<file path="src/rtl/multicycle_alu_sequencer.sv">
// rtl/multicycle_alu_sequencer.sv - multicycle control FSM for a shared-datapath MIPS-style core
module multicycle_alu_sequencer (
    input  logic       clk,
    input  logic       reset,
    input  logic [5:0] opcode,
    input  logic [5:0] funct,
    input  logic       zero,
    output logic [3:0] alu_control,
    output logic       alu_src_a,
    output logic [1:0] alu_src_b,
    output logic       i_or_d,
    output logic       ir_write,
    output logic       mem_write,
    output logic       reg_write,
    output logic       reg_dst,
    output logic       mem_to_reg,
    output logic [1:0] pc_src,
    output logic       pc_write,
    output logic       illegal_op,
    output logic [3:0] state
);

    typedef enum logic [3:0] {
        IDLE   = 4'd0,
        FETCH  = 4'd1,
        DECODE = 4'd2,
        MEMADR = 4'd3,
        MEMRD  = 4'd4,
        MEMWB  = 4'd5,
        MEMWR  = 4'd6,
        EXEC   = 4'd7,
        ALUWB  = 4'd8,
        BRANCH = 4'd9,
        ADDIEX = 4'd10,
        ADDIWB = 4'd11,
        JUMP   = 4'd12
    } state_t;

    localparam logic [5:0] OP_R    = 6'b000000;
    localparam logic [5:0] OP_LW   = 6'b100011;
    localparam logic [5:0] OP_SW   = 6'b101011;
    localparam logic [5:0] OP_BEQ  = 6'b000100;
    localparam logic [5:0] OP_ADDI = 6'b001000;
    localparam logic [5:0] OP_J    = 6'b000010;

    localparam logic [3:0] ALU_AND = 4'b0000;
    localparam logic [3:0] ALU_OR  = 4'b0001;
    localparam logic [3:0] ALU_ADD = 4'b0010;
    localparam logic [3:0] ALU_SUB = 4'b0110;
    localparam logic [3:0] ALU_SLT = 4'b0111;

    state_t cur_state;
    state_t nxt_state;
    logic   funct_legal;
    logic [3:0] funct_alu;

    always_ff @(posedge clk or posedge reset) begin
        if (reset) begin
            cur_state <= IDLE;
        end else begin
            cur_state <= nxt_state;
        end
    end

    always_comb begin
        funct_legal = 1'b1;
        funct_alu   = ALU_AND;
        case (funct)
            6'b100000: funct_alu = ALU_ADD;
            6'b100010: funct_alu = ALU_SUB;
            6'b100100: funct_alu = ALU_AND;
            6'b100101: funct_alu = ALU_OR;
            6'b101010: funct_alu = ALU_SLT;
            default:   funct_legal = 1'b0;
        endcase
    end

    assign state = cur_state;

    always_comb begin
        nxt_state   = FETCH;
        alu_control = 4'b0000;
        alu_src_a   = 1'b0;
        alu_src_b   = 2'b00;
        i_or_d      = 1'b0;
        ir_write    = 1'b0;
        mem_write   = 1'b0;
        reg_write   = 1'b0;
        reg_dst     = 1'b0;
        mem_to_reg  = 1'b0;
        pc_src      = 2'b00;
        pc_write    = 1'b0;
        illegal_op  = 1'b0;
        case (cur_state)
            IDLE: nxt_state = FETCH;
            FETCH: begin
                alu_src_b   = 2'b01;
                alu_control = ALU_ADD;
                ir_write    = 1'b1;
                pc_write    = 1'b1;
                nxt_state   = DECODE;
            end
            DECODE: begin
                // ALU precomputes the branch target into ALUOut while decoding
                alu_src_b   = 2'b11;
                alu_control = ALU_ADD;
                case (opcode)
                    OP_LW, OP_SW: nxt_state = MEMADR;
                    OP_R: begin
                        if (funct_legal) begin
                            nxt_state = EXEC;
                        end else begin
                            illegal_op = 1'b1;
                        end
                    end
                    OP_BEQ:  nxt_state = BRANCH;
                    OP_ADDI: nxt_state = ADDIEX;
                    OP_J:    nxt_state = JUMP;
                    default: illegal_op = 1'b1;
                endcase
            end
            MEMADR: begin
                alu_src_a   = 1'b1;
                alu_src_b   = 2'b10;
                alu_control = ALU_ADD;
                nxt_state   = (opcode == OP_SW) ? MEMWR : MEMRD;
            end
            MEMRD: begin
                i_or_d    = 1'b1;
                nxt_state = MEMWB;
            end
            MEMWB: begin
                mem_to_reg = 1'b1;
                reg_write  = 1'b1;
            end
            MEMWR: begin
                i_or_d    = 1'b1;
                mem_write = 1'b1;
            end
            EXEC: begin
                alu_src_a   = 1'b1;
                alu_control = funct_alu;
                nxt_state   = ALUWB;
            end
            ALUWB: begin
                reg_dst   = 1'b1;
                reg_write = 1'b1;
            end
            BRANCH: begin
                alu_src_a   = 1'b1;
                alu_control = ALU_SUB;
                pc_src      = 2'b01;
                pc_write    = zero;
            end
            ADDIEX: begin
                alu_src_a   = 1'b1;
                alu_src_b   = 2'b10;
                alu_control = ALU_ADD;
                nxt_state   = ADDIWB;
            end
            ADDIWB: reg_write = 1'b1;
            JUMP: begin
                pc_src   = 2'b10;
                pc_write = 1'b1;
            end
            default: nxt_state = FETCH;
        endcase
    end

endmodule

</file>
<file path="config.mk">
export PLATFORM = sky130hd
export DESIGN_NAME = multicycle_alu_sequencer
export DESIGN_NICKNAME = d
export VERILOG_FILES = /design/src/rtl/multicycle_alu_sequencer.sv
export SDC_FILE = /design/constraint.sdc
export NUM_CORES = 1
export LEC_CHECK = 0
export ABC_AREA = 1
export BUFFER_PORTS_ARGS = -buffer_cell sky130_fd_sc_hd__buf_4
export CORE_MARGIN = 2
export CORE_UTILIZATION = 40
export DETAILED_ROUTE_END_ITERATION = 12
export PLACE_DENSITY = 0.8
export SYNTH_ARGS = -nofsm -noshare
export SYNTH_HDL_FRONTEND = slang
export SYNTH_SLANG_ARGS = --single-unit
</file>
<file path="constraint.sdc">
create_clock -name clk -period 1.48 [get_ports clk]
set_input_delay 0.296 -clock clk [delete_from_list [all_inputs] [get_ports clk]]
set_output_delay 0.296 -clock clk [all_outputs]
set_load 0.05 [all_outputs]
</file>
==> run_results.csv, run 1 <==
group,metric,value,unit
clocking,h-tree-depth,1,
run_status,error,"[ERROR DPL-0033] detailed placement checks failed during check placement.",
placed_design,gp_congestion,0.778,
yosys,seq_area_frac_synth,0.187,
floorplanning,die_h,40.5,um
yosys,synthMuxAreaShare,0,
floorplanning,ios,36,
yosys,synth_fa_ha_area_frac,0,
yosys,ys_seq_elements,4,
yosys,synth_compound_area_frac,0.0984,
placed_design,place_ws,-0.0791,ns
placed_design,io_buffers,34,
clocking,clkSinkCount,4,
clocking,cts-root-buf,"clkbuf_4",
clocking,clk_path_buf_depth,2,
placed_design,hpwl,1750,um
clocking,ctsResizeCount,23,
floorplanning,fp.dieW,40.5,um
yosys,synth_top_family_by_area,"simple AND/OR/NAND/NOR gates",
placed_design,placed_area,1110,um2
clocking,cts_hold_buf,1,
yosys,yosys-top-cells-area,"nand2_1 21%, dfrtp_1 19%, inv_1 13%",
yosys,synth-simple-area-share,0.546,
clocking,cts_buffers,3,
floorplanning,floorplan.initialDensity,0.421,
run_status,haltStage,"clock tree synthesis",
yosys,syn_area_per_cell,5.19,um2
yosys,synthXorXnorAreaFrac,0,
yosys,synth_top_area_share,0.211,
yosys,syn_area,534,um2
yosys,synthCells,103,
yosys,yosys.cell_types.count,19,
floorplanning,rows,13,
yosys,ys_warn_count,0,
run_status,status,"aborted with a tool error",
clocking,cts_setup_buffers,4,
yosys,syn_nets,118,
yosys,yosysTopAreaCell,"nand2_1",
cells in the mapped netlist, drive strengths merged:
master	instances
and3	1
or2	1
nand2	30
nor2	22
buf	1
a21oi	4
nor3	3
nand3	7
o21ai	4
inv	21
dfrtp	4
conb	1
nand4	3
a211o	1
cells by family after synthesis:
logic type,after synthesis
flip-flops,4
AO/OA/AOI/OAI,9
AND/OR/NAND/NOR,67
buffers and inverters,22
other,1
per-stage QoR:
| step | hold slack [ns] | instances | util |
|---|---|---|---|
| after detailed placement | 0.190 | 169 | 0.874 |
| after global placement | 0.183 | 169 | 0.874 |
| after floorplan | 0.0619 | 103 | - |
==> inputs of run 2 (changes only) <==
--- a/config.mk
+++ b/config.mk
@@ -7,10 +7,10 @@
 export LEC_CHECK = 0
 export ABC_AREA = 1
 export BUFFER_PORTS_ARGS = -buffer_cell sky130_fd_sc_hd__buf_4
-export CORE_MARGIN = 2
-export CORE_UTILIZATION = 40
+export CORE_AREA = 2 2 63 65
 export DETAILED_ROUTE_END_ITERATION = 12
-export PLACE_DENSITY = 0.8
+export DIE_AREA = 0 0 65 67
+export PLACE_DENSITY_LB_ADDON = 0.15
 export SYNTH_ARGS = -nofsm -noshare
 export SYNTH_HDL_FRONTEND = slang
 export SYNTH_SLANG_ARGS = --single-unit
==> run 2 against run 1 <==
The flow now finishes, with violations (setup timing). Synthesized area is the same. Synthesized cell count unchanged.
==> run_results.csv, run 2 <==
group,metric,value,unit
floorplanning,fp.coreArea,3610,um2
worst_hold_path,min_path_cells,6,
sta,finalWorstSetupSlack,-0.221,ns
yosys,yosys.cell_types.count,19,
detailed_routing,vias,834,
pwr,power_density,2090,nW/um2
clocking,cts_tree,"yes",
yosys,ys_seq_elements,4,
setup_path,worstPathMaxFanout,5,
setup_path,cpPeakStageDelay,0.51,ns
yosys,synthFlopType,"dfrtp_1",
yosys,syn_nets,118,
finish,layout-drive-gt1-share,0.641,
setup_path,crit_path_top_delay_cell,"dfrtp_4",
yosys,yosysMostFrequentCell,"nand2_1",
setup_path,crit_required,1.18,ns
yosys,syn_area,534,um2
yosys,syn_area_per_cell,5.19,um2
sta,setup_viol,16,
detailed_routing,ant_nets,0,
finish,antennaDiodeCount,0,
sta,hold_viol,0,
detailed_routing,first_pass_iters,4,
pwr,p_total,3070,uW
setup_path,setup.worst_path.start_class,"flop",
placed_design,gp_congestion,0.752,
yosys,async_flop_share,1.00,
grt,grtUsageTotal,0.0990,
setup_path,arrival,1.40,ns
yosys,yosys-top-cells-area,"nand2_1 21%, dfrtp_1 19%, inv_1 13%",
finish,largest_register_ff_count,4,
sta,fin_skew,0.00221,ns
floorplanning,fp.dieW,65,um
detailed_routing,wl_per_cell,8.99,um
finish,mostFrequentLayoutCells,"38 x buf_4, 23 x nand2_1, 20 x buf_6",
finish,final_area,1470,um2
detailed_routing,drc,0,
finish,fin_cells,218,
setup_path,rrSetupSlack,0.11,ns
setup_path,endpoint_kind,"output pin",
clocking,clkSinkCount,4,
placed_design,hpwl,1670,um
finish,fin_nets,187,
pwr,p_leak,0.000757,uW
finish,fin_util,0.407,
grt,grt_pass1_vias,836,
yosys,yosysTopAreaCell,"nand2_1",
yosys,ys_warn_count,0,
placed_design,io_buffers,34,
yosys,synthTopCellsByCount,"30 x nand2_1, 19 x inv_1, 18 x nor2_1",
grt,grt_antenna_before_repair,0,
detailed_routing,wirelength,1960,um
finish,area.growth.synth_to_final,175,%
sta,fin_crit_sh,1.15,
clocking,cts_buffers,3,
yosys,seq_area_frac_synth,0.187,
floorplanning,die_h,67,um
clocking,clk_path_buf_depth,2,
yosys,synth_edf_count,0,
run,maxCapViolCount,0,
placed_design,place_inst,208,
finish,layout_commonest_cell,"buf_4",
grt,grt_max_degree,6,
setup_path,worstPathCellList,"nor2_4, inv_2, nor2_4, nor3_4, o21ai_4, buf_6",
sta,rsz0062_at_grt,"yes",
clocking,h-tree-depth,1,
clocking,insertion_delay,0.21,ns
setup_path,cp_common_cell,"nor2_4",
grt,grt_first_pass_wirelength,3440,um
floorplanning,rows,22,
floorplanning,ios,36,
setup_path,r2r_cells,7,
sta,drv_slew,0,
clocking,clk_pin_slew,0.03,ns
pwr,worst_ir_drop_vdd,0.538,mV
setup_path,criticalPathCategory,"reg2out",
floorplanning,die-area,4360,um2
run_status,status,"finished with violations",
yosys,synth_top_area_share,0.211,
detailed_routing,via_per_inst,3.83,
run_status,violations,"setup timing",
grt,gr-total-overflow,0,
placed_design,placed_area,1190,um2
yosys,synthCells,103,
detailed_routing,drt-initial-drc-count,15,
clocking,cts-root-buf,"clkbuf_8",
floorplanning,floorplan.initialDensity,0.148,
sta,fin_crit,1.70,ns
sta,max_freq,588,MHz
worst_hold_path,hold_path_class,"in2reg",
==> run 2: cell counts after synthesis <==
No cell type changed its count.
==> run 2: worst paths after layout <==
check,start,endpoint
min,opcode[3],state[3]$_DFF_PP0_
max reg2reg,state[1]$_DFF_PP0_,state[0]$_DFF_PP0_
max,state[2]$_DFF_PP0_,alu_control[1]
min in group asynchronous,reset,state[1]$_DFF_PP0_
min reg2reg,state[0]$_DFF_PP0_,state[1]$_DFF_PP0_
max in group asynchronous,reset,state[2]$_DFF_PP0_
==> run 2: cell families (layout without fill, tap and decap cells) <==
kind of cell	Yosys count	count (layout)	synth area share
flops	4	4	0.187
compound gates	9	9	0.0983
buf+inv	22	89	0.162
other cells	1	1	0.00702
simple gates	67	67	0.546
==> run 2: area by class of cell <==
| class | instances | area [um2] |
|---|---|---|
| clock buffer | 3 | 41.3 |
| fill | 376 | 2140 |
| inverter | 21 | 87.6 |
| multi-input combinational | 77 | 557 |
| sequential | 4 | 108 |
| tap | 48 | 60.1 |
| timing repair buffer | 65 | 616 |
==> run 2: metrics by stage <==
step	worst slack (ns)	hold slack [ns]	TNS [ns]
2_1_floorplan	-0.264	0.0619	-2.10
3_3_place_gp	-0.0727	0.188	-0.264
3_5_place_dp	-0.0727	0.194	-0.323
4_1_cts	-0.231	0.495	-2.34
5_1_grt	-0.286	0.524	-3.39
6_report	-0.221	0.496	-2.31
==> run 2: critical path: cells and delay by family, from the launching register on <==
family	cells	cell delay, ns
compound gates	1	0.06
simple gates	3	0.39
buf+inv	2	0.24
flops	1	0.51
==> run 2: repair_timing <==
action | in CTS | in global routing
setup endpoints to repair | 15 | 16
hold buffers | 1 | 0
pin swaps | 3 | 7
endpoints found under the hold margin | 4 | 0
setup buffers | 2 | 5
gates resized for setup | 30 | 15
==> run 2: power breakdown <==
part / internal [uW] / switching [uW] / total [uW]
clock: 173 / 51.0 / 224
combinational: 1100 / 1510 / 2610
sequential: 165 / 68.5 / 233
==> run 2: routing by layer <==
metal | global-route usage | up-vias | wire [um]
met2 | 0.186 | 22 | 1020
met1 | 0.113 | 363 | 851
met4 | 0.0479 | 0 | 0
met5 | 0 | - | 0
li1 | - | 449 | -
met3 | 0.00676 | 0 | 91
Note: power is estimated with default switching activity, not from simulation.
==> inputs of run 3 (changes only) <==
--- a/config.mk
+++ b/config.mk
@@ -10,7 +10,7 @@
 export CORE_AREA = 2 2 63 65
 export DETAILED_ROUTE_END_ITERATION = 12
 export DIE_AREA = 0 0 65 67
-export PLACE_DENSITY_LB_ADDON = 0.15
+export PLACE_DENSITY = 0.36
 export SYNTH_ARGS = -nofsm -noshare
 export SYNTH_HDL_FRONTEND = slang
 export SYNTH_SLANG_ARGS = --single-unit
==> run 3 against run 2 <==
The flow still finishes with violations (setup timing). Register-to-register slack got worse by 0.06 ns. Total power up 1.1%. Combinational power about the same. Global-route usage is 0.26 points higher. Critical endpoint unchanged. Highest routed layer is now met4.
==> run_results.csv, run 3 (synthesis results as in run 2) <==
group,metric,value,unit
finish,layout_commonest_cell,"buf_4",
pwr,p_leak,0.000768,uW
finish,area.growth.synth_to_final,178,%
clocking,h-tree-depth,1,
floorplanning,ios,36,
setup_path,crit_required,1.18,ns
placed_design,gp_congestion,0.731,
grt,grt_pass1_vias,843,
detailed_routing,via_per_inst,3.88,
run_status,violations,"setup timing",
pwr,worst_ir_drop_vdd,0.424,mV
detailed_routing,drc,0,
grt,grt_antenna_before_repair,0,
setup_path,worst-path-buf-inv,2,
sta,hold_viol,0,
sta,setup_viol,16,
setup_path,arrival,1.42,ns
floorplanning,fp.dieW,65,um
sta,drv_slew,0,
grt,grtUsageTotal,0.102,
detailed_routing,highest_layer,"met4",
setup_path,crit_path_top_delay_cell,"dfrtp_4",
worst_hold_path,hold_path_class,"in2reg",
grt,gr-total-overflow,0,
detailed_routing,vias,841,
finish,fin_nets,186,
floorplanning,fp.coreArea,3610,um2
finish,layout-drive-gt1-share,0.663,
floorplanning,floorplan.initialDensity,0.148,
clocking,cts-root-buf,"clkbuf_8",
finish,fin_util,0.412,
floorplanning,die_h,67,um
detailed_routing,drt-met1-wl,807,um
finish,fill_cells,365,
detailed_routing,wirelength,2020,um
grt,grt_max_degree,6,
clocking,insertion_delay,0.21,ns
setup_path,criticalPathCategory,"reg2out",
clocking,cts_tree,"yes",
pwr,p_total,3100,uW
setup_path,crit_family,"flip-flops",
sta,fin_crit,1.72,ns
floorplanning,rows,22,
placed_design,hpwl,1740,um
finish,largest_register_ff_count,4,
placed_design,io_buffers,34,
setup_path,cp_common_cell,"o21ai_4",
finish,mostFrequentLayoutCells,"38 x buf_4, 22 x nand2_1, 17 x buf_6",
sta,fin_crit_sh,1.16,
clocking,clk_pin_slew,0.03,ns
detailed_routing,drt-initial-drc-count,16,
clocking,clk_path_buf_depth,2,
run,maxCapViolCount,0,
sta,max_freq,582,MHz
detailed_routing,ant_nets,0,
setup_path,worstPathCellList,"nor2_4, buf_4, nand2_4, o21ai_4, nor3_4, o21ai_4, buf_6",
detailed_routing,wl_per_cell,9.31,um
grt,grt_first_pass_wirelength,3460,um
sta,fin_skew,0.000964,ns
clocking,clkSinkCount,4,
sta,finalWorstSetupSlack,-0.239,ns
setup_path,setup.worst_path.start_class,"flop",
finish,antennaDiodeCount,0,
clocking,cts_buffers,3,
run_status,status,"finished with violations",
setup_path,worstPathMaxFanout,4,
pwr,power_density,2090,nW/um2
floorplanning,die-area,4360,um2
detailed_routing,wl_met2,1130,um
sta,rsz0062_at_grt,"yes",
setup_path,cpPeakStageDelay,0.45,ns
sta,tns,-2.49,ns
detailed_routing,first_pass_iters,3,
setup_path,endpoint_kind,"output pin",
detailed_routing,route.met3.wl,68,um
==> run 3: changes by cell type in the layout (fill, tap and decap cells not counted), moves of 2 or more <==
cell | previous run | this run
buf_6 | 20 | 17
buf_8 | 5 | 7
inv_2 | 7 | 5
inv_4 | 0 | 3
nand2_4 | 3 | 6
nand3_1 | 6 | 4
nand3_2 | 0 | 2
==> run 3: timing repair <==
item / 4_1_cts / 5_1_grt
setup endpoints to repair: 16 / 17
setup buffers: 5 / 1
hold buffers: 1 / 0
gates resized for setup: 39 / 13
pin swaps: 9 / 4
hold endpoints to repair: 4 / 0
==> run 3: area by class of cell <==
cell class / count / area [um2] / area share
clock buffer: 3 / 41.3 / 0.0278
inverter: 21 / 90.1 / 0.0607
multi-input combinational: 77 / 573 / 0.386
sequential: 4 / 108 / 0.0725
tap: 48 / 60.1 / 0.0405
timing repair buffer: 64 / 612 / 0.412
==> run 3: metrics by stage <==
stage / hold slack (ns) / std cells / instance area [um2] / setup slack (ns)
finish: 0.494 / 217 / 1480 / -0.239
floorplan: 0.0619 / 103 / 694 / -0.264
global placement: 0.187 / 207 / 1190 / -0.0723
global route: 0.513 / 217 / 1480 / -0.302
detailed placement: 0.193 / 207 / 1190 / -0.0847
CTS: 0.488 / 216 / 1430 / -0.248
==> run 3: path summary, 6_finish.rpt <==
kind                                    startpoint                  to  slack [ns]  depth (start not counted)
worst max-delay path            state[2]$_DFF_PP0_      alu_control[1]       -0.24                          7
worst min register to register  state[1]$_DFF_PP0_  state[3]$_DFF_PP0_        0.86                          5
worst max register to register  state[0]$_DFF_PP0_  state[0]$_DFF_PP0_        0.05                          9
min in group asynchronous                    reset  state[0]$_DFF_PP0_        0.53                          3
max in group asynchronous                    reset  state[2]$_DFF_PP0_        0.79                          3
worst min-delay path                     opcode[3]  state[3]$_DFF_PP0_        0.49                          6
==> run 3: routing by layer <==
layer,vias to the layer above,GRT usage
li1,446,-
met1,371,0.116
met2,22,0.192
met3,2,0.00507
met4,0,0.0479
met5,-,0
==> run 3: power breakdown <==
group,internal [uW],leakage (uW),switching (uW)
Combinational,1100,0.000701,1530
Sequential,165,0.0000455,86.3
Clock,173,0.0000216,49.1
==> run 3: worst min-delay path: stages <==
cell and delay [ns]:
buf_4 0.08, inv_1 0.04, nand4_1 0.10, nand2_1 0.06
nand2_1 0.05, nand2_1 0.04
==> inputs of run 4 (changes only) <==
--- a/config.mk
+++ b/config.mk
@@ -11,6 +11,7 @@
 export DETAILED_ROUTE_END_ITERATION = 12
 export DIE_AREA = 0 0 65 67
 export PLACE_DENSITY = 0.36
+export SKIP_CTS_REPAIR_TIMING = 1
 export SYNTH_ARGS = -nofsm -noshare
 export SYNTH_HDL_FRONTEND = slang
 export SYNTH_SLANG_ARGS = --single-unit
==> run 4 against run 3 <==
Clock skew barely moved. Clock-buffer cell count unchanged. Maximum frequency rose by 0.56%. Design area decreased by 7.2%. Non-clock buffer count is 3 lower. Final cell count fell by 1.4%. Critical path depth fell by 1. Combinational power shrank 6%. Core utilization shrank 2.9 points. The flow still finishes with violations (setup timing). Die area is the same. Total power down 5.6%. Register-to-register slack lost 0.02 ns.
==> run_results.csv, run 4 (synthesis results as in run 2) <==
group,metric,value,unit
run_status,status,"finished with violations",
run_status,violations,"setup timing",
finish,fin_nets,183,
placed_design,hpwl,1740,um
floorplanning,fp.coreArea,3610,um2
finish,antennaDiodeCount,0,
detailed_routing,ant_nets,0,
sta,hold_viol,0,
placed_design,gp_congestion,0.731,
floorplanning,fp.dieW,65,um
finish,area.growth.synth_to_final,158,%
pwr,power_density,2120,nW/um2
worst_hold_path,min_path_cells,6,
worst_hold_path,hold_path_class,"in2reg",
setup_path,rrSetupSlack,0.03,ns
pwr,p_leak,0.000715,uW
finish,layout_commonest_cell,"buf_4",
grt,grt_util_met1,0.115,
clocking,clk_pin_slew,0.03,ns
floorplanning,floorplan.initialDensity,0.148,
grt,grt_busiest_layer,"met2",
setup_path,endpoint_kind,"output pin",
sta,setup_viol,15,
clocking,clkSinkCount,4,
grt,grt_util_met3,0.00676,
detailed_routing,via_per_inst,3.86,
pwr,p_total,2920,uW
grt,grt_max_degree,6,
sta,fin_crit_sh,1.16,
worst_hold_path,hold-path-endpoint,"state[3]$_DFF_PP0_",
sta,max_freq,585,MHz
setup_path,setup.worst_path.start_class,"flop",
finish,mostFrequentLayoutCells,"40 x buf_4, 23 x nand2_1, 14 x buf_6",
floorplanning,die-area,4360,um2
placed_design,io_buffers,34,
grt,globalRouteMet2Util,0.171,
detailed_routing,drt-initial-drc-count,15,
detailed_routing,wirelength,1960,um
sta,tns,-2.28,ns
finish,layout-drive-gt1-share,0.633,
floorplanning,ios,36,
detailed_routing,drc,0,
setup_path,r2r_start,"state[0]$_DFF_PP0_",
pwr,worst_ir_drop_vdd,0.483,mV
floorplanning,rows,22,
finish,largest_register_ff_count,4,
clocking,cts_buffers,3,
detailed_routing,wl_per_cell,9.14,um
sta,fin_skew,0.000964,ns
sta,fin_crit,1.71,ns
clocking,cts-root-buf,"clkbuf_8",
clocking,insertion_delay,0.21,ns
sta,drv_slew,0,
sta,rsz0062_at_grt,"yes",
setup_path,criticalPathCategory,"reg2out",
grt,grtUsageTotal,0.0959,
setup_path,r2r_cells,9,
setup_path,crit_required,1.18,ns
grt,grt_pass1_vias,771,
clocking,h-tree-depth,1,
finish,fill_cells,378,
clocking,clk_path_buf_depth,2,
grt,grt_first_pass_wirelength,3260,um
detailed_routing,first_pass_iters,4,
setup_path,arrival,1.41,ns
clocking,cts_tree,"yes",
sta,finalWorstSetupSlack,-0.230,ns
grt,grt_antenna_before_repair,0,
run,maxCapViolCount,0,
floorplanning,die_h,67,um
setup_path,r2r_end,"state[0]$_DFF_PP0_",
detailed_routing,vias,827,
grt,gr-total-overflow,0,
setup_path,worstPathMaxFanout,5,
worst_hold_path,min_from,"opcode[3]",
run 4: where the power goes:
group          internal (uW)  switching, uW  total, uW
Sequential               165           62.1        227
Combinational           1020           1460       2480
Clock                    173           49.1        222
run 4: area by class of cell:
cell class                 instances  area, um2  share of cell area
timing repair buffer              61        563               0.409
multi-input combinational         77        520               0.378
sequential                         4        108              0.0781
inverter                          21       85.1              0.0618
tap                               48       60.1              0.0436
clock buffer                       3       41.3              0.0300
run 4: worst max path at each step:
stage,startpoint,cells after the start,slack [ns],to
6_report,state[2]$_DFF_PP0_,6,-0.23,alu_control[1]
3_3_place_gp,state[2]$_DFF_PP0_,7,-0.07,alu_src_b[0]
4_1_cts,state[2]$_DFF_PP0_,7,-0.32,alu_src_b[0]
2_1_floorplan,state[3]$_DFF_PP0_,3,-0.26,pc_write
5_1_grt,state[2]$_DFF_PP0_,6,-0.31,alu_control[1]
3_5_place_dp,state[2]$_DFF_PP0_,7,-0.08,alu_src_b[0]
run 4: worst max-delay path: stages, from the launching register on:
cell	delay, ns
dfrtp_4	0.50
nor2_4	0.10
inv_2	0.07
nor2_4	0.21
nor3_4	0.08
o21ai_4	0.06
buf_6	0.17
run 4: per-layer routing:
metal	up-vias	share of wire
li1	441	-
met1	362	0.41
met2	22	0.54
met3	2	0.036
met4	0	0.0092
met5	-	0
run 4: stage by stage:
stage	utilization	hold slack (ns)	instance area [um2]	setup slack, ns	std cells
after floorplan	-	0.0619	694	-0.264	103
after global placement	0.329	0.187	1190	-0.0723	207
after detailed placement	0.329	0.193	1190	-0.0847	207
after CTS	0.341	-0.0333	1230	-0.318	210
after global routing	0.382	0.513	1380	-0.312	214
final	0.382	0.495	1380	-0.230	214
